## src/rtl/microsequencer_pkg.sv

```systemverilog
// Shared encodings for the microsequencer next-address stage.
// Sequencing field values, condition selects and the fetch entry point.
package microsequencer_pkg;

  localparam int ADDR_W     = 7;
  localparam int FETCH_ADDR = 0;

  typedef enum logic [2:0] {
    NS_INC   = 3'b000,
    NS_JMP   = 3'b001,
    NS_DEC   = 3'b010,
    NS_BR    = 3'b011,
    NS_CALL  = 3'b100,
    NS_RET   = 3'b101,
    NS_WAIT  = 3'b110,
    NS_FETCH = 3'b111
  } ns_e;

  typedef enum logic [2:0] {
    CS_MOC  = 3'b000,
    CS_COND = 3'b001,
    CS_N    = 3'b010,
    CS_Z    = 3'b011,
    CS_C    = 3'b100,
    CS_V    = 3'b101,
    CS_ONE  = 3'b110,
    CS_ZERO = 3'b111
  } cs_e;

  // flags are packed N,Z,C,V from bit 3 down to bit 0
  function automatic logic cond_sel(
    input logic [2:0] cs,
    input logic       moc,
    input logic       cond_ok,
    input logic [3:0] flags
  );
    logic r;
    r = 1'b0;
    case (cs)
      CS_MOC:  r = moc;
      CS_COND: r = cond_ok;
      CS_N:    r = flags[3];
      CS_Z:    r = flags[2];
      CS_C:    r = flags[1];
      CS_V:    r = flags[0];
      CS_ONE:  r = 1'b1;
      default: r = 1'b0;
    endcase
    return r;
  endfunction

endpackage

```

## src/rtl/microsequencer_stack.sv

```systemverilog
// Microsubroutine return stack: small LIFO of return addresses.
// dout always shows the top entry; push on full and pop on empty are ignored.
module micro_stack #(
  parameter int DEPTH = 4,
  parameter int WIDTH = 7
) (
  input  logic             clk,
  input  logic             reset,
  input  logic             push,
  input  logic             pop,
  input  logic [WIDTH-1:0] din,
  output logic [WIDTH-1:0] dout,
  output logic             full,
  output logic             empty
);

  localparam int AW = (DEPTH > 1) ? $clog2(DEPTH) : 1;
  localparam int PW = AW + 1;

  logic [WIDTH-1:0] mem_q [DEPTH];
  logic [WIDTH-1:0] mem_d [DEPTH];
  logic [PW-1:0]    ptr_q, ptr_d;
  logic [AW-1:0]    top_idx;

  assign top_idx = ptr_q[AW-1:0] - AW'(1);
  assign dout    = mem_q[top_idx];
  assign full    = (ptr_q == PW'(DEPTH));
  assign empty   = (ptr_q == '0);

  always_comb begin
    mem_d = mem_q;
    ptr_d = ptr_q;
    if (push && !full) begin
      mem_d[ptr_q[AW-1:0]] = din;
      ptr_d = ptr_q + PW'(1);
    end else if (pop && !empty) begin
      ptr_d = ptr_q - PW'(1);
    end
  end

  always_ff @(posedge clk) begin
    if (reset) ptr_q <= '0;
    else       ptr_q <= ptr_d;
  end

  // contents need no reset: an empty pointer makes them unreachable
  always_ff @(posedge clk) begin
    mem_q <= mem_d;
  end

endmodule

```

## src/rtl/microsequencer.sv

```systemverilog
// Next-address stage for the microstore: registers the 7-bit index each clock.
// MICROSEQ_STACK_EN enables CALL/RET via micro_stack and the sticky stk_err.
module microsequencer
  import microsequencer_pkg::*;
#(
  parameter int ADDR_W      = microsequencer_pkg::ADDR_W,
  parameter int STACK_DEPTH = 4
) (
  input  logic              clk,
  input  logic              reset,
  input  logic              stall,
  input  logic [2:0]        ns,
  input  logic [2:0]        cs,
  input  logic              inv,
  input  logic [ADDR_W-1:0] cr_addr,
  input  logic [ADDR_W-1:0] dec_addr,
  input  logic              moc,
  input  logic              cond_ok,
  input  logic [3:0]        flags,
  output logic [ADDR_W-1:0] index,
  output logic              stk_err
);

  if (STACK_DEPTH < 2 || STACK_DEPTH > 8 ||
      (STACK_DEPTH & (STACK_DEPTH - 1)) != 0) begin : g_bad_depth
    $error("STACK_DEPTH must be a power of two in 2..8");
  end

  logic [ADDR_W-1:0] index_q, index_d;
  logic [ADDR_W-1:0] incr;
  logic              c;

  assign incr  = index_q + ADDR_W'(1);
  assign c     = cond_sel(cs, moc, cond_ok, flags) ^ inv;
  assign index = index_q;

`ifdef MICROSEQ_STACK_EN
  logic              err_q, err_d;
  logic              push, pop, full, empty;
  logic [ADDR_W-1:0] pop_val;

  micro_stack #(
    .DEPTH (STACK_DEPTH),
    .WIDTH (ADDR_W)
  ) u_stack (
    .clk   (clk),
    .reset (reset),
    .push  (push),
    .pop   (pop),
    .din   (incr),
    .dout  (pop_val),
    .full  (full),
    .empty (empty)
  );

  assign stk_err = err_q;
`else
  assign stk_err = 1'b0;
`endif

  always_comb begin
    index_d = index_q;
`ifdef MICROSEQ_STACK_EN
    err_d = err_q;
    push  = 1'b0;
    pop   = 1'b0;
`endif
    if (!stall) begin
      case (ns)
        NS_INC:  index_d = incr;
        NS_JMP:  index_d = cr_addr;
        NS_DEC:  index_d = dec_addr;
        NS_BR:   index_d = c ? cr_addr : incr;
        NS_WAIT: index_d = c ? incr : index_q;
`ifdef MICROSEQ_STACK_EN
        NS_CALL: begin
          index_d = cr_addr;
          if (full) err_d = 1'b1;
          else      push  = 1'b1;
        end
        NS_RET: begin
          if (empty) begin
            index_d = ADDR_W'(FETCH_ADDR);
            err_d   = 1'b1;
          end else begin
            index_d = pop_val;
            pop     = 1'b1;
          end
        end
`else
        NS_CALL: index_d = cr_addr;
        NS_RET:  index_d = ADDR_W'(FETCH_ADDR);
`endif
        default: index_d = ADDR_W'(FETCH_ADDR);
      endcase
    end
  end

  always_ff @(posedge clk) begin
    if (reset) begin
      index_q <= ADDR_W'(FETCH_ADDR);
`ifdef MICROSEQ_STACK_EN
      err_q   <= 1'b0;
`endif
    end else begin
      index_q <= index_d;
`ifdef MICROSEQ_STACK_EN
      err_q   <= err_d;
`endif
    end
  end

endmodule

```

## config.mk

```make
export PLATFORM = sky130hd
export DESIGN_NAME = microsequencer
export DESIGN_NICKNAME = d
export VERILOG_FILES = /design/src/rtl/microsequencer_pkg.sv /design/src/rtl/microsequencer_stack.sv /design/src/rtl/microsequencer.sv
export SDC_FILE = /design/constraint.sdc
export NUM_CORES = 1
export LEC_CHECK = 0
export ABC_AREA = 1
export CAP_MARGIN = 20
export CORE_MARGIN = 2
export CORE_UTILIZATION = 42
export DETAILED_ROUTE_END_ITERATION = 8
export PLACE_DENSITY_LB_ADDON = 0.05
export SYNTH_ARGS = -nofsm -noshare
export SYNTH_HDL_FRONTEND = slang
export SYNTH_SLANG_ARGS = --single-unit
```

## constraint.sdc

```tcl
create_clock -name clk -period 1.8 [get_ports clk]
set_input_delay 0.36 -clock clk [delete_from_list [all_inputs] [get_ports clk]]
set_output_delay 0.36 -clock clk [all_outputs]
set_load 0.005 [all_outputs]
```

Word-level counts from Yosys, hierarchy flattened. Index checks and enable logic that the tools add are counted.

Register bits: 7. Input port bits: 30. Output and inout port bits: 8. Logic and storage cells: 24.

Add/subtract/negate cells: 1. Eq/ne operators: 12. Mux-type cells: 4. Bitwise gates (word level): 2. Reduce and logical (&&, ||, !) cells: 4.

Operators with widths (number): $pmux W7 S5 (1); $eq A3 B3 Y1 const B (5); $mux W7 (2); $eq A3 B2 Y1 const B (4); $add A7 B1 Y7 const B (1); $pmux W1 S7 (1); $eq A3 B1 Y1 const B (2); $logic_not A3 Y1 (2); $ne A2 B2 Y1 const B (1); $reduce_and A2 Y1 (1); $reduce_or A2 Y1 (1); $not A1 Y1 (1); $xor A1 B1 Y1 (1).

Longest topological paths before layout.
Depth after elaboration: 5. Gate-level depth with buffers: 13. Gate-level depth less buffers: 13.

Worst setup path after synthesis. No wires, ideal clock.

Kind: flip-flop to flip-flop. Start: reg index_q[0] (netlist: index[0]). End: reg index_q[6] (netlist: index[6]). Library setup time: 0.116 ns. Arrival: 1.297 ns. Data required time: 1.684 ns. Setup slack: 0.387 ns. Cell stages (with the launch flop): 11. Buffers on the path: 0. Period minus slack after synthesis: 1.413 ns. Cell sequence: dfxtp_1 -> ha_1 -> nand3_1 -> nor2_1 -> nand3_1 -> nand3_1 -> nand2_1 -> a21oi_1 -> nand3_1 -> nand2_1 -> a21oi_1.

Cells in the longest elaborated chain, start to end: 3. Elaborated cells between the ends (all ways): 4. Those cells by class: add/sub: 1; mux: 3.

RTL lines: start: declaration (RTL line microsequencer.sv:29) `logic [ADDR_W-1:0] index_q, index_d;`; start signal: assignment (RTL line microsequencer.sv:101) `index_q <= ADDR_W'(FETCH_ADDR);`; start signal: assignment (RTL line microsequencer.sv:106) `index_q <= index_d;`; $add A7 B1 Y7 * (RTL line microsequencer.sv:33) `assign incr = index_q + ADDR_W'(1);`; $mux W7 (on tied branches) (RTL line microsequencer.sv:74, microsequencer.sv:73); $pmux W7 S5 * (RTL line microsequencer.sv:69) `case (ns)`.

Mark *: on every way between the ends. The rest lies on a longest branch, timed or not. The select of a mux whose other input is x is not followed. A chain may end at the register's enable or synchronous reset.

Worst setup path after layout.
Start: in flags[1]. End: reg index_q[5] (netlist: index[5]).

Cells in the longest elaborated chain, start to end: 4. Elaborated cells between the ends (all ways): 6. Those cells by class: eq/ne: 1; mux: 3; bitwise: 1; reduce/logical: 1.

RTL lines: start: declaration (RTL line microsequencer.sv:19) `input logic [3:0] flags,`; $pmux W1 S7 * (RTL line microsequencer_pkg.sv:39) `case (cs)`; $xor A1 B1 Y1 * (RTL line microsequencer.sv:34) `assign c = cond_sel(cs, moc, cond_ok, flags) ^ inv;`; $mux W7 or $ne A2 B2 Y1 (tied branches); $pmux W7 S5 or $reduce_and A2 Y1 (tied branches).

Mark *: on every way between the ends. The rest lies on a longest branch, timed or not.

==> metrics.cfg <==
[status]
status=finished, final reports clean

[pwr]
netSwitchingPower_w=0.000201
p_clk_share_pct=22.6
total_power_w=0.000589
power.sequential.fraction_pct=29.9
combinationalPowerShare_pct=47.5
total_leakage_power_nw=0.637
power.ir.vdd_worst_v=0.000593
powerDensity_nw_per_um2=424
sw_frac_of_total_pct=34.1
p_int_w=0.000388

[setup_path]
cp_data_arrival_time_ns=1.83
cpPeakStageDelay_ns=0.46
crit_fanout=8
crit_path_cell_trace=clkdlybuf4s50_1 > nand2_1 > nand2_1 > nand2_2 > nand3_4 > nand2_4 > nand2_4 > nand2_4 > o21ai_4 > inv_2 > nand2_1 > a21oi_1
ff2ff_path_depth=10
timing.reg2reg.setup_slack_ns=0.23
critical_path.startpoint=flags[1]
cpMaxStageDelayCell=clkdlybuf4s50_1
criticalPathCategory=in -> reg
rr_startpoint=index[1]$_SDFFE_PP0P_
crit_reg_reg_endpoint=index[6]$_SDFFE_PP0P_
kind_of_start_point_of_the_critical_path=input pin
required_ns=1.92
crit_path_end_kind=flop

[final_layout]
layout-area-overhead-vs-synth_pct=53.7
post_route_cells_drive_above_1_share_pct=23.6
diodes=0
design.final.nets=223
largest_reg_flops=7
layout.cell_area.non_filler_um2=1390

[grt]
gr-total-overflow=0
grt_max_degree=9
first_pass_grt_wire_length_um=4240
antenna_found_initial=0
grt_pass1_vias=1008
gr-usage-all-layers_pct=21.3

[place]
port-buffer-count=36
post_dp_cell_area_um2=1340
dpl_worst_slack_ns=-0.206
place.detailed.hpwl_um=2050
gp_congestion=0.872

[yosys]
synth_cells=145
unique_masters_post_synth=26
ys_seq_elements=7
synth.yosys.warnings=0
synthTopCellsByArea=dfxtp_1, nand2_1, nand3_1
most_common_cell_in_the_netlist=nand2_1
synthesized_cell_area_um2=905
synthArstFlopShare_pct=0
ys_seq_area_share_pct=15.5
synth_area_leader_cell=dfxtp_1
yosys-top-cells-count=nand2_1, nand3_1, inv_1
synthDominantCellAreaShare_pct=15.5
synthesis.area_per_instance_um2=6.24
postSynth.topFlopCell=dfxtp_1
synth.net_count=176
synth_edf_count=0

[floorplan]
floorplan.initialDensity_pct=45.2
floorplan.rows=16
fp.coreArea_um2=2000
pin_count=38
die_h_um=50.4
fp.dieArea_um2=2540
die_width_um=50.4

[cts]
cts.sink_count=7
htree_levels=1
clock_tree.root_cell=clkbuf_4
clock_path_buffers=2
insertion_delay_ns=0.24
tritoncts=built
cts_resized=0
post-cts-setup-buffer-count=0
numCtsBuffers=3
cts-hold-fix-buffers=0
clkSlewWorstSetupHoldPaths_ns=0.05

[drt]
drc=0
detail_route.iter0.violations=17
drtPass1Iterations=4
route.detailed.wl_per_inst_um=11.4
routed_wirelength_um=2490
final_antenna_violating_net_count=0
route.detailed.vias_per_inst=4.88
vias=1063

[worst_hold_path]
whs_path_cells=2
worst_hold_path_type=reg -> reg
hold_path_startpoint=index[6]$_SDFFE_PP0P_
hold_path_end=index[6]$_SDFFE_PP0P_

[timing]
timing_hold_violations_final=0
min_period_ns=1.72
report.final.setup_viol=0
timing.clock.skew_ns=0.00195
final_critical_path_setup_slack_ns=0.0821
drv_slew=0
fin_crit_sh_pct=95.4
maxClockFrequency_ghz=0.582

[run]
drv.max_cap_violation_count=0

==> power by group through the flow <==
stage	Clock [W]	Combinational, W	Sequential (W)
global placement	0	0.000270	0.000179
global route	0.000149	0.000306	0.000177
finish	0.000133	0.000280	0.000176
detailed placement	0	0.000275	0.000178
CTS	0.000139	0.000277	0.000176
floorplan	0	0.000144	0.000179
==> metrics by stage <==
step                      instances  util [%]  setup TNS, ns  hold WS [ns]
final                           218      69.4              0         0.500
after global routing            218      69.4        -0.0252         0.537
after CTS                       218      68.4              0         0.504
after detailed placement        214      67.1          -1.31         0.496
after global placement          214      67.1         -0.885         0.503
after floorplan                 145         -              0         0.429
==> cells by family (layout without fill, tap and decap cells) <==
logic type                 after synthesis  after routing  synth area share (%)
DFF                                      7              7                  15.5
buffers and inverters                   30             76                  12.9
other                                    1              1                 0.415
and+or+nand+nor                         86             86                  54.8
adders and majority gates                1              1                  1.38
xor gates and xnor gates                 4              4                  3.87
AOI/OAI and AO/OA                       16             16                  11.2
==> per-layer routing <==
metal  vias up  GRT usage, %  routed length [um]  share of wire, %
li1        560             -                   -                 -
met1       474          28.0                1180                47
met2        27          36.2                1210                48
met3         2          3.27                  97               3.9
met4         0          5.41                  14              0.56
met5         -             0                   0                 0
==> cell type report <==
cell class	count	area [um2]
Timing Repair Buffer	43	420
Inverter	29	109
Tap cell	27	33.8
Clock buffer	4	26.3
Fill cell	177	612
Multi-Input combinational cell	108	661
Sequential cell	7	140
==> worst max path at each step <==
stage / endpoint / slack [ns] / cells after the start
floorplan: index[6]$_SDFFE_PP0P_ / 0.39 / 10
global placement: index[5]$_SDFFE_PP0P_ / -0.13 / 11
detailed placement: index[5]$_SDFFE_PP0P_ / -0.21 / 11
CTS: index[5]$_SDFFE_PP0P_ / 0.04 / 11
global route: index[5]$_SDFFE_PP0P_ / -0.01 / 12
finish: index[5]$_SDFFE_PP0P_ / 0.08 / 12
==> critical path, delay by kind of cell <==
kind / cells / cell delay, ns
buffers and inverters: 2 / 0.57
AO/OA/AOI/OAI: 2 / 0.31
AND/OR/NAND/NOR: 8 / 0.58
==> cell usage in the layout, fill, tap and decap left out, drive strengths merged <==
master	synthesis	routed
xor2	2	2
clkdlybuf4s50	0	33
clkbuf	0	4
inv	29	29
conb	1	1
buf	1	7
xnor2	2	2
nor2	6	6
dfxtp	7	7
o22ai	2	2
ha	1	1
and2	1	1
o21ai	3	3
dlymetal6s2s	0	3
nand3	32	32
a221oi	1	1
a21oi	10	10
nand4	1	1
nor3	3	3
nand2	43	43
Power figures use the tool's default switching activity.
